### config.mk
export PLATFORM = sky130hd
export DESIGN_NAME = spi_master
export DESIGN_NICKNAME = d
export VERILOG_FILES = /design/src/rtl/spi_master.sv
export SDC_FILE = /design/constraint.sdc
export NUM_CORES = 1
export LEC_CHECK = 0
export CORE_ASPECT_RATIO = 1.1
export CORE_MARGIN = 2
export CORE_UTILIZATION = 50
export DETAILED_ROUTE_END_ITERATION = 12
export PLACE_DENSITY = 0.84
export SLEW_MARGIN = 20
export SYNTH_ARGS = -nofsm -noshare
export SYNTH_HDL_FRONTEND = slang
export SYNTH_SLANG_ARGS = --single-unit
### constraint.sdc
create_clock -name clk -period 2 [get_ports clk]
set_input_delay 0.4 -clock clk [delete_from_list [all_inputs] [get_ports clk]]
set_output_delay 0.4 -clock clk [all_outputs]
set_load 0.005 [all_outputs]
### src/rtl/spi_master.sv
`default_nettype none
// ============================================================================
//  Module   : spi_master
//  Purpose  : Mode-0, MSB-first, 8-bit SPI master with programmable sclk
//             divider and cs-held back-to-back bursts.
//  Revision : 1.0 - initial release
// ============================================================================
module spi_master #(
    parameter int CLK_DIV = 4
) (
    input  logic       clk,
    input  logic       rst_n,
    input  logic       start,
    input  logic       hold_cs,
    input  logic [7:0] data_send_master,
    output logic       busy,
    output logic [7:0] data_receive_master,
    output logic       data_receive_master_enable,
    output logic       cs,
    output logic       sclk,
    output logic       mosi,
    input  logic       miso
);

    generate
        if (CLK_DIV < 2 || CLK_DIV > 255) begin : g_bad_clk_div
            $error("spi_master: CLK_DIV must lie in 2..255");
        end
    endgenerate

    localparam logic [7:0] c_DIV_LAST = 8'(CLK_DIV - 1);
    localparam logic [4:0] c_LAST_RISE_EDGE = 5'd15;

    typedef enum logic [2:0] {
        ST_IDLE      = 3'd0,
        ST_SETUP     = 3'd1,
        ST_XFER      = 3'd2,
        ST_HOLD      = 3'd3,
        ST_WAIT_NEXT = 3'd4,
        ST_GAP       = 3'd5
    } state_t;

    state_t     state_q, state_d;
    logic [7:0] div_cnt_q, div_cnt_d;
    logic [4:0] edge_cnt_q, edge_cnt_d;
    logic [7:0] tx_sr_q, tx_sr_d;
    logic [7:0] rx_sr_q, rx_sr_d;
    logic [7:0] rx_data_q, rx_data_d;
    logic       rx_en_q, rx_en_d;
    logic       cs_q, cs_d;
    logic       sclk_q, sclk_d;
    logic       mosi_q, mosi_d;
    logic       busy_q, busy_d;
    logic       w_tick;

    assign w_tick = (div_cnt_q == c_DIV_LAST);

    always_comb begin
        state_d    = state_q;
        div_cnt_d  = div_cnt_q;
        edge_cnt_d = edge_cnt_q;
        tx_sr_d    = tx_sr_q;
        rx_sr_d    = rx_sr_q;
        rx_data_d  = rx_data_q;
        rx_en_d    = 1'b0;
        cs_d       = cs_q;
        sclk_d     = sclk_q;
        mosi_d     = mosi_q;
        busy_d     = busy_q;

        case (state_q)
            ST_IDLE: begin
                div_cnt_d = 8'd0;
                if (start) begin
                    tx_sr_d = data_send_master;
                    mosi_d  = data_send_master[7];
                    cs_d    = 1'b0;
                    busy_d  = 1'b1;
                    state_d = ST_SETUP;
                end
            end

            ST_SETUP: begin
                if (w_tick) begin
                    div_cnt_d  = 8'd0;
                    sclk_d     = 1'b1;
                    rx_sr_d    = {rx_sr_q[6:0], miso};
                    edge_cnt_d = 5'd1;
                    state_d    = ST_XFER;
                end else begin
                    div_cnt_d = div_cnt_q + 8'd1;
                end
            end

            ST_XFER: begin
                if (w_tick) begin
                    div_cnt_d  = 8'd0;
                    sclk_d     = ~sclk_q;
                    edge_cnt_d = edge_cnt_q + 5'd1;
                    if (!sclk_q) begin
                        rx_sr_d = {rx_sr_q[6:0], miso};
                    end else if (edge_cnt_q == c_LAST_RISE_EDGE) begin
                        // 16th edge: mosi keeps bit 0 through HOLD
                        edge_cnt_d = 5'd0;
                        state_d    = ST_HOLD;
                    end else begin
                        mosi_d  = tx_sr_q[6];
                        tx_sr_d = {tx_sr_q[6:0], 1'b0};
                    end
                end else begin
                    div_cnt_d = div_cnt_q + 8'd1;
                end
            end

            ST_HOLD: begin
                // The cycle carrying the enable pulse is where hold_cs decides
                // the exit, so cs rises one clk after the received byte appears.
                if (rx_en_q) begin
                    if (hold_cs) begin
                        busy_d  = 1'b0;
                        state_d = ST_WAIT_NEXT;
                    end else begin
                        cs_d    = 1'b1;
                        state_d = ST_GAP;
                    end
                end else if (w_tick) begin
                    div_cnt_d = 8'd0;
                    rx_data_d = rx_sr_q;
                    rx_en_d   = 1'b1;
                end else begin
                    div_cnt_d = div_cnt_q + 8'd1;
                end
            end

            ST_WAIT_NEXT: begin
                div_cnt_d = 8'd0;
                if (start) begin
                    tx_sr_d = data_send_master;
                    mosi_d  = data_send_master[7];
                    busy_d  = 1'b1;
                    state_d = ST_SETUP;
                end else if (!hold_cs) begin
                    cs_d    = 1'b1;
                    busy_d  = 1'b1;
                    state_d = ST_GAP;
                end
            end

            ST_GAP: begin
                if (w_tick) begin
                    div_cnt_d = 8'd0;
                    busy_d    = 1'b0;
                    state_d   = ST_IDLE;
                end else begin
                    div_cnt_d = div_cnt_q + 8'd1;
                end
            end

            default: begin
                state_d = ST_IDLE;
            end
        endcase
    end

    always_ff @(posedge clk or negedge rst_n) begin
        if (!rst_n) begin
            state_q    <= ST_IDLE;
            div_cnt_q  <= 8'd0;
            edge_cnt_q <= 5'd0;
            tx_sr_q    <= 8'd0;
            rx_sr_q    <= 8'd0;
            rx_data_q  <= 8'd0;
            rx_en_q    <= 1'b0;
            cs_q       <= 1'b1;
            sclk_q     <= 1'b0;
            mosi_q     <= 1'b0;
            busy_q     <= 1'b0;
        end else begin
            state_q    <= state_d;
            div_cnt_q  <= div_cnt_d;
            edge_cnt_q <= edge_cnt_d;
            tx_sr_q    <= tx_sr_d;
            rx_sr_q    <= rx_sr_d;
            rx_data_q  <= rx_data_d;
            rx_en_q    <= rx_en_d;
            cs_q       <= cs_d;
            sclk_q     <= sclk_d;
            mosi_q     <= mosi_d;
            busy_q     <= busy_d;
        end
    end

    assign busy                       = busy_q;
    assign data_receive_master        = rx_data_q;
    assign data_receive_master_enable = rx_en_q;
    assign cs                         = cs_q;
    assign sclk                       = sclk_q;
    assign mosi                       = mosi_q;

endmodule
`default_nettype wire

---- After elaboration in Yosys (flattened, before gate mapping) ----
Index checks and enable logic that the tools add are counted.
cells by class
  equal/unequal tests ..................... 21
  $add $sub $neg .......................... 2
  reductions and logical operators ........ 16
  bitwise logic cells ..................... 2
  multiplexer cells ....................... 51
operators by type and width
  operator                                              count
  two-way mux 8 bit                                     5
  two-way mux 7 bit                                     4
  two-way mux 3 bit                                     9
  inequality test 2 bit (second input constant)         12
  one-hot mux 8 bit (3 select lines)                    1
  two-way mux 1 bit                                     20
  two-way mux 5 bit                                     4
  one-hot mux 3 bit (6 select lines)                    1
  one-hot mux 8 bit (2 select lines)                    1
  one-hot mux 7 bit (2 select lines)                    1
  one-hot mux 5 bit (2 select lines)                    1
  adder 8 x 1 -> 8 bit (second input constant)          1
  equality test 8 x 2 -> 1 bit (second input constant)  1
  AND reduction 4 bit                                   2
  AND reduction 8 bit                                   1
  equality test 3 x 2 -> 1 bit (second input constant)  2
  equality test 3 bit (second input constant)           2
  AND reduction 3 bit                                   2
  AND reduction 6 bit                                   1
  nonzero test 3 bit                                    2
  adder 5 x 1 -> 5 bit (second input constant)          1
  equality test 5 x 4 -> 1 bit (second input constant)  1
  AND reduction 5 bit                                   1
  one-hot mux 1 bit (2 select lines)                    2
  12 further kinds                                      14
storage, ports and cells
  input port bits ......................... 13
  register bits ........................... 44
  logic and storage cells ................. 103

---- Logic depth before layout (Yosys ltp) ----
Gate-level depths: netlist of run 1.
  word-level depth ........................ 5
  mapped depth ............................ 6
  depth with buffers taken out ............ 5

---- Worst setup path before layout of run 1 ----
Ideal clock, no wire load.
  kind .................................... reg-to-reg
  from .................................... register div_cnt_q[0]
  to ...................................... register rx_data_q[0] (netlist: data_receive_master[0])
  path slack .............................. 52 ps
  stages on the path, launching flop included .. 7
  setup time .............................. 125 ps
  arrival time ............................ 1,823 ps
  period minus slack after synthesis ...... 1,948 ps
  cell sequence ........................... dfrtp_1 > ha_1 > nor4b_4 > nand2_4 > or3_1 > buf_6 > mux2_4
between the ends
  cells in the longest elaborated chain, start to end .. 2
RTL lines
  item                                  RTL line  source
  start, declared                       44        logic [7:0] div_cnt_q, div_cnt_d;
  start signal, assigned                180       div_cnt_q <= div_cnt_d;
  equality test 8 x 2 -> 1 bit          56        assign w_tick = (div_cnt_q == c_DIV_LAST);
  AND reduction 3 bit (no source line)  n/a
  end signal, assigned                  184       rx_data_q <= rx_data_d;
  end, declared                         48        logic [7:0] rx_data_q, rx_data_d;
No other way between the ends.
A chain may end at the register's enable or synchronous reset.

---- Worst setup path after layout of run 1 ----
  from .................................... register div_cnt_q[6]
  to ...................................... register tx_sr_q[6]
between the ends
  cells in the longest elaborated chain, start to end .. 3
RTL lines
  item                                    RTL line  source
  equality test 8 x 2 -> 1 bit            56
  inequality test 2 bit (no source line)  n/a
  AND reduction 5 bit (no source line)    n/a
  end signal, assigned                    182       tx_sr_q <= tx_sr_d;
  end, declared                           46        logic [7:0] tx_sr_q, tx_sr_d;
No other way between the ends.

==> summary.txt, run 1 <==
Pwr
  • LEAKAGE: about 1.2 nW
  • Net Sw Frac: 0.220
  • Combinational Power Share: 0.036
  • Internal Power: ~1.2 mW
  • PD cells: ~560 nW/um^2
  • Flop pwr share: 0.598
  • Peak supply drop: between 0.4 and 0.5 mV
  • Net switching power figure: approximately 0.33 mW
  • Clock share of power: 0.366
  • Power after layout: roughly 1.5 mW

Finish
  • Layout area overhead: 23.8%
  • Nets: roughly 250
  • Diodes inserted: 0
  • Layout cells sized above 1: 0.286

Synthesis
  • Main combinational cell family by area after synthesis: multiplexers
  • Mux cell area share after synthesis: 0.169
  • Top_reg_cell synth: dfrtp_1
  • Post-synthesis adder-cell area fraction: 0.0115
  • Sequential fraction of the synthesis area: 0.508
  • Yosys cell types: between 40 and 50
  • Synthesis-stage register bit count: 44
  • Post-synthesis xor/xnor area fraction: 0.0242
  • Number of synthesis warnings: 0
  • Cell Area, Synth: around 2200 um^2
  • Post-synth top area share: 0.496
  • Avg Cell Area, Syn: between 10 and 15 um^2
  • Synth async-reset ratio: 1.00
  • Synth Net Count: 200
  • Commonest cells post-synth: dfrtp_1 (43), mux2_2 (21), a21oi_1 (12), o21ai_0 (11), nor2_1 (10)
  • Simple-gate portion of the synthesized area: 0.132
  • Cells after synthesis: ~190
  • Number of synthesized flops with an enable pin: 0
  • Post-synthesis compound-gate area fraction: 0.127
  • Top post-synthesis cells by area: dfrtp_1 (50%), mux2_2 (11%), mux2_4 (5.5%), a21oi_1 (2.8%), o21ai_0 (2.5%)
  • Cell taking the most area after synthesis: dfrtp_1
  • Top-count cell post-synth: dfrtp_1

Timing
  • Final setup fails: 0
  • Final period utilization: 0.938
  • FMAX: ~0.53 GHz
  • Slew margin rel.: 0.711
  • Final Skew: 0.0165 ns
  • Worst Max-Slew Pin Slew: between 0.4 and 0.5 ns
  • Tmin final: between 1.5 and 2 ns
  • Max Slew Vio Count: 0
  • RSZ-0062 raised after global routing: no
  • Post-route setup slack: between 0.1 and 0.15 ns
  • Hold Slack: between 0.4 and 0.5 ns
  • Setup_tns: 0 ns
  • Final hold vios: 0

Floorplan
  • Initial Util: 0.513
  • Die area: 4880 um^2
  • I/O Pins: 26
  • Rows: 25
  • Die Ht: about 73 um
  • Die width: 66.8 um
  • Core area: 4220 um^2

Clock tree
  • CTS tree: built
  • Post-CTS Setup Bufs: 0
  • H-tree levels: 2
  • CTS Sinks: 44
  • Clk Tree Root Cell: clkbuf_8
  • Clock slew at reported path FFs: approximately 0.09 ns
  • Inserted Clock Buffers: 5
  • Clk_lat worst skew: approximately 0.30 ns
  • Clock Path Buffers: 2

Critical path
  • WP data arrival: 2.06 ns
  • Critical Path Fanout Max: 8
  • Crit path kind: flop to flop
  • Required @ worst endpoint: roughly 2.2 ns
  • Critical path capture point type: flop
  • CP Launch Type: flop

Drt
  • DR pass1 iterations: 4
  • Drt drc: 0
  • Via count: between 1,500 and 2,000
  • WL/cell: 14.8 um
  • DRT iter0 DRCs: 65
  • Antenna-violating nets left: 0
  • Via/cell ratio: ~5.6
  • Routed WL: around 4200 um

Placed design
  • Pre-CTS setup slack: ~0.14 ns
  • Dpl hpwl: roughly 3100 um
  • Port Buffers: 25
  • Final Wtd Congestion: about 0.8

Global route
  • First-pass GRT wire length: approximately 7200 um
  • Initial antenna violation count: 0
  • Gr usage total: 0.198
  • Global route overflow: 0
  • Pin count of the biggest net entering global routing: 19
  • Vias in the first global route: 1,559

Outcome
  • Status: finished clean

Job
  • Max_cap viols: 0

Min path
  • Min-Delay Path Class: flop to flop
registers in the layout, indices dropped and copies added, names as in the netlist:
name	cells
busy	1
cs	1
data_receive_master	8
data_receive_master_enable	1
div_cnt_q	8
edge_cnt_q	5
mosi	1
rx_sr_q	8
sclk	1
state_q	3
tx_sr_q	7
metal layers:
layer	track usage	vias up	part of all wire
li1	-	770	-
met1	0.267	797	0.46
met2	0.312	30	0.50
met3	0.0340	4	0.026
met4	0.0952	0	0.019
met5	0	-	0
metrics by stage:
step	util	instances	area [um^2]
global placement	0.613	276	2590
floorplan	-	185	2170
global route	0.636	285	2690
CTS	0.636	285	2690
finish	0.636	285	2690
detailed placement	0.613	276	2590
area by class of cell:
type / instances / area [um^2]
inverters: 7 / 26.3
clock inverters: 1 / 8.76
clock buffers: 7 / 76.3
well taps: 54 / 67.6
multi-input cells: 127 / 1010
repair buffers: 45 / 398
fillers: 332 / 1540
flip-flops and latches: 44 / 1100
cell families after synthesis:
| logic type | count (synthesis) |
|---|---|
| xor gates and xnor gates | 6 |
| adders and majority gates | 2 |
| AOI/OAI and AO/OA | 43 |
| and+or+nand+nor | 46 |
| buffers and inverters | 14 |
| DFF | 44 |
| muxes | 30 |
what timing repair did:
item	in CTS	in global routing
hold buffers	1	0
gates resized for setup	0	0
hold endpoints to repair	13	0
cells in the final DEF, fill, tap and decap left out, types with 3 or more instances in the layout:
| master | instances |
|---|---|
| nor2_1 | 10 |
| a21oi_1 | 12 |
| mux2_4 | 8 |
| xnor2_1 | 3 |
| nand4_1 | 3 |
| clkdlybuf4s50_1 | 24 |
| buf_4 | 19 |
| nand2_1 | 9 |
| xor2_1 | 3 |
| inv_1 | 7 |
| clkbuf_8 | 5 |
| nand3_1 | 5 |
| a21o_1 | 3 |
| mux2_2 | 21 |
| o21ai_0 | 11 |
| dfrtp_1 | 43 |
worst paths after layout:
| kind | from | cells past startpoint | to | slack, ns |
|---|---|---|---|---|
| max | div_cnt_q[6]$_DFFE_PN0P_ | 6 | tx_sr_q[6]$_DFFE_PN0P_ | 0.12 |
| min | rx_sr_q[7]$_DFFE_PN0P_ | 1 | data_receive_master[7]$_DFFE_PN0P_ | 0.50 |
| max reg2reg | div_cnt_q[6]$_DFFE_PN0P_ | 6 | tx_sr_q[6]$_DFFE_PN0P_ | 0.12 |
| min reg2reg | rx_sr_q[7]$_DFFE_PN0P_ | 1 | data_receive_master[7]$_DFFE_PN0P_ | 0.50 |
| max in group asynchronous | rst_n | 3 | cs$_DFFE_PN1P_ | 0.85 |
| min in group asynchronous | rst_n | 2 | data_receive_master[0]$_DFFE_PN0P_ | 0.53 |
power groups by stage:
stage | logic (mW) | clock network, mW | registers, mW
detailed placement | 0.0548 | 0 | 0.918
CTS | 0.0565 | 0.557 | 0.900
global route | 0.0626 | 0.590 | 0.901
global placement | 0.0540 | 0 | 0.917
finish | 0.0548 | 0.551 | 0.900
floorplan | 0.00829 | 0 | 0.916
worst max-delay path: stages, from the launching register on:
cell and delay (ns):
dfrtp_1 0.45, nor4b_4 0.35, buf_4 0.19, nand4_1 0.09
o21ai_2 0.13, buf_4 0.18, mux2_2 0.35
No activity file was read; power rests on OpenSTA's default activity.
==> run 2, diff against run 1 <==
--- a/config.mk
+++ b/config.mk
@@ -7,9 +7,9 @@
 export LEC_CHECK = 0
 export CORE_ASPECT_RATIO = 1.1
 export CORE_MARGIN = 2
-export CORE_UTILIZATION = 50
+export CORE_UTILIZATION = 45
 export DETAILED_ROUTE_END_ITERATION = 12
-export PLACE_DENSITY = 0.84
+export PLACE_DENSITY = 0.77
 export SLEW_MARGIN = 20
 export SYNTH_ARGS = -nofsm -noshare
 export SYNTH_HDL_FRONTEND = slang
==> run 2 against run 1 <==
Core utilization down 5.8 points. Combinational power down 2%. Final cell count fell by 0.70%. Design area up 0.14%. Count of clock-buffer cells in the layout fell by 2. Wire length is 2.0% higher. First-iteration DRC count up 43%. Sequential share of layout area fell by 0.057 points. Setup slack worse by 0.040 ns. Largest power group unchanged.
==> summary.txt, run 2 (synthesis gave the netlist of run 1 again) <==
Outcome
  • Status: finished clean (unchanged)

Timing
  • Final setup fails: 0 (unchanged)
  • Final hold vios: 0 (unchanged)
  • Setup_tns: 0 ns (unchanged)
  • Worst Max-Slew Pin Slew: 0.509 ns (was 0.432 ns)
  • FMAX: 0.522 GHz (was 0.533 GHz)
  • RSZ-0062 raised after global routing: no (unchanged)
  • Final period utilization: 0.958 (was 0.938)
  • Max Slew Vio Count: 0 (unchanged)
  • Hold Slack: 0.0560 ns (was 0.500 ns)
  • Slew margin rel.: 0.660 (was 0.711)
  • Final Skew: 0.00647 ns (was 0.0165 ns)
  • Tmin final: 1.92 ns (was 1.88 ns)

Drt
  • DRT iter0 DRCs: 93 (was 65)
  • Antenna-violating nets left: 0 (unchanged)
  • WL/cell: 15.2 um (was 14.8 um)
  • DR pass1 iterations: 4 (unchanged)
  • Drt drc: 0 (unchanged)
  • Via count: 1,560 (was 1,601)
  • Via/cell ratio: 5.51 (was 5.62)
  • Routed WL: 4300 um (was 4220 um)

Critical path
  • Critical Path Fanout Max: 9 (was 8)
  • Critical-path cell list: ha_2, nor4b_4, nand2_4, or3_1, buf_4, mux2_4 (was nor4b_4, buf_4, nand4_1, o21ai_2, buf_4, mux2_2)
  • CP Launch Type: flop (unchanged)
  • Critical path capture point type: flop (unchanged)
  • Crit path kind: flop to flop (unchanged)
  • R2R Setup Slk: 0.08 ns (was 0.12 ns)
  • Required @ worst endpoint: 2.19 ns (was 2.18 ns)
  • WP depth: 6 (unchanged)
  • Worst path top cell family by delay: simple AND/OR/NAND/NOR gates (was flip-flops)
  • CP Launch Point: div_cnt_q[1]$_DFFE_PN0P_ (was div_cnt_q[6]$_DFFE_PN0P_)
  • WP data arrival: 2.11 ns (was 2.06 ns)
  • Worst path slowest cell: dfrtp_1 (unchanged)
  • Max incr delay on CP: 0.37 ns (was 0.45 ns)
  • CP bufs+invs: 1 (was 2)
  • R2R depth: 6 (unchanged)
  • Reg2reg start: div_cnt_q[1]$_DFFE_PN0P_ (was div_cnt_q[6]$_DFFE_PN0P_)
  • End of the critical path: data_receive_master[6]$_DFFE_PN0P_ (was tx_sr_q[6]$_DFFE_PN0P_)
  • RR Endpoint: data_receive_master[6]$_DFFE_PN0P_ (was tx_sr_q[6]$_DFFE_PN0P_)

Floorplan
  • Die Ht: 76.8 um (was 73.1 um)
  • I/O Pins: 26 (unchanged)
  • Rows: 26 (was 25)
  • Die width: 70.2 um (was 66.8 um)
  • Core area: 4650 um^2 (was 4220 um^2)
  • Initial Util: 0.466 (was 0.513)
  • Die area: 5390 um^2 (was 4880 um^2)

Pwr
  • Internal Power: 1.17 mW (about the same)
  • Peak supply drop: 0.616 mV (was 0.459 mV)
  • LEAKAGE: 1.23 nW (about the same)
  • Combinational Power Share: 0.036 (about the same)
  • Net switching power figure: 0.337 mW (was 0.331 mW)
  • Net Sw Frac: 0.224 (was 0.220)
  • Power after layout: 1.50 mW (was 1.51 mW)
  • PD cells: 560 nW/um^2 (was 561 nW/um^2)
  • Flop pwr share: 0.598 (about the same)
  • Clock share of power: 0.366 (about the same)

Global route
  • Initial antenna violation count: 0 (unchanged)
  • Pin count of the biggest net entering global routing: 25 (was 19)
  • Global route overflow: 0 (unchanged)
  • Vias in the first global route: 1,579 (was 1,559)
  • Gr usage total: 0.175 (was 0.198)
  • First-pass GRT wire length: 7420 um (was 7160 um)

Finish
  • Layout area overhead: 24.0% (was 23.8%)
  • FILL cells: 381 (was 332)
  • Layout cells sized above 1: 0.291 (was 0.286)
  • Commonest non-fill, non-tap cell in the layout: dfrtp_1 (unchanged)
  • Most frequent cells in the layout: dfrtp_1 (43), clkdlybuf4s50_1 (24), mux2_2 (21), buf_4 (13), a21oi_1 (12) (was dfrtp_1 (43), clkdlybuf4s50_1 (24), mux2_2 (21), buf_4 (19), a21oi_1 (12))
  • Final core occ: 0.578 (was 0.636)
  • Diodes inserted: 0 (unchanged)
  • Nets: 241 (was 245)

Clock tree
  • Clk Tree Root Cell: clkbuf_8 (unchanged)
  • Clk_lat worst skew: 0.30 ns (about the same)
  • CTS tree: built (unchanged)
  • CTS Sinks: 44 (unchanged)
  • Post-CTS Setup Bufs: 0 (unchanged)
  • Clock Path Buffers: 2 (unchanged)
  • Clock slew at reported path FFs: 0.08 ns (was 0.09 ns)
  • H-tree levels: 2 (unchanged)
  • Inserted Clock Buffers: 5 (unchanged)

Placed design
  • Port Buffers: 25 (unchanged)
  • Final Wtd Congestion: 0.814 (was 0.777)
  • Dpl hpwl: 3010 um (was 3100 um)

Job
  • Max_cap viols: 0 (unchanged)

Min path
  • Min-Delay Path Class: input pin to asynchronous set/reset pin (was flop to flop)
==> run 2: changes by cell type in the layout (fill, tap and decap cells not counted), sizes merged <==
cell / before / now
clkbuf: 7 / 5
clkinv: 1 / 3
buf: 20 / 17
dlygate4sd3: 1 / 0
==> run 2: cell type report <==
cell class,count,area [um^2],area share
Multi-Input combinational cell,127,1010,0.375
Clock inverter,3,18.8,0.00698
Sequential cell,44,1100,0.410
Timing Repair Buffer,41,394,0.147
Inverter,7,26.3,0.00977
Tap cell,56,70.1,0.0261
Clock buffer,5,68.8,0.0256
==> run 2: timing repair <==
| item | in CTS | in global routing |
|---|---|---|
| hold endpoints to repair | 0 | 0 |
| resized for setup | 0 | 2 |
| endpoints found under the setup margin | 0 | 11 |
| hold buffers | 0 | 0 |
==> run 2: worst min-delay path by stage <==
stage	startpoint	end	slack, ns	cells after the start
after floorplan	rst_n	busy$_DFFE_PN0P_	0.10	0
after global placement	rst_n	rx_sr_q[0]$_DFFE_PN0P_	0.39	1
after detailed placement	rst_n	rx_sr_q[0]$_DFFE_PN0P_	0.39	1
after CTS	rst_n	busy$_DFFE_PN0P_	0.06	1
after global routing	rst_n	rx_sr_q[2]$_DFFE_PN0P_	0.09	1
final	rst_n	rx_sr_q[0]$_DFFE_PN0P_	0.06	1
==> run 2: worst reg2reg max path, cell delays in order (launching register included) <==
cell	delay, ns
dfrtp_1	0.37
ha_2	0.21
nor4b_4	0.30
nand2_4	0.06
or3_1	0.37
buf_4	0.19
mux2_4	0.31
==> run 2: metal layers <==
metal	routed length [um]	vias up	GRT usage
li1	-	760	-
met1	1990	764	0.229
met2	2070	28	0.267
met3	134	8	0.0407
met4	110	0	0.0981
met5	0	-	0
==> run 2: through the flow <==
| stage | instance area (um^2) | instances | setup slack [ns] |
|---|---|---|---|
| 6_report | 2690 | 283 | 0.0847 |
| 5_1_grt | 2690 | 283 | 0.00835 |
| 2_1_floorplan | 2170 | 185 | 0.0520 |
| 3_3_place_gp | 2590 | 275 | 0.120 |
| 4_1_cts | 2680 | 283 | 0.0731 |
| 3_5_place_dp | 2590 | 275 | 0.0893 |
==> run 2: power groups by stage <==
stage | logic, mW | clock network [mW] | registers (mW)
3_5_place_dp | 0.0552 | 0 | 0.917
2_1_floorplan | 0.00829 | 0 | 0.916
6_report | 0.0538 | 0.551 | 0.900
3_3_place_gp | 0.0544 | 0 | 0.917
4_1_cts | 0.0556 | 0.575 | 0.900
5_1_grt | 0.0610 | 0.614 | 0.901
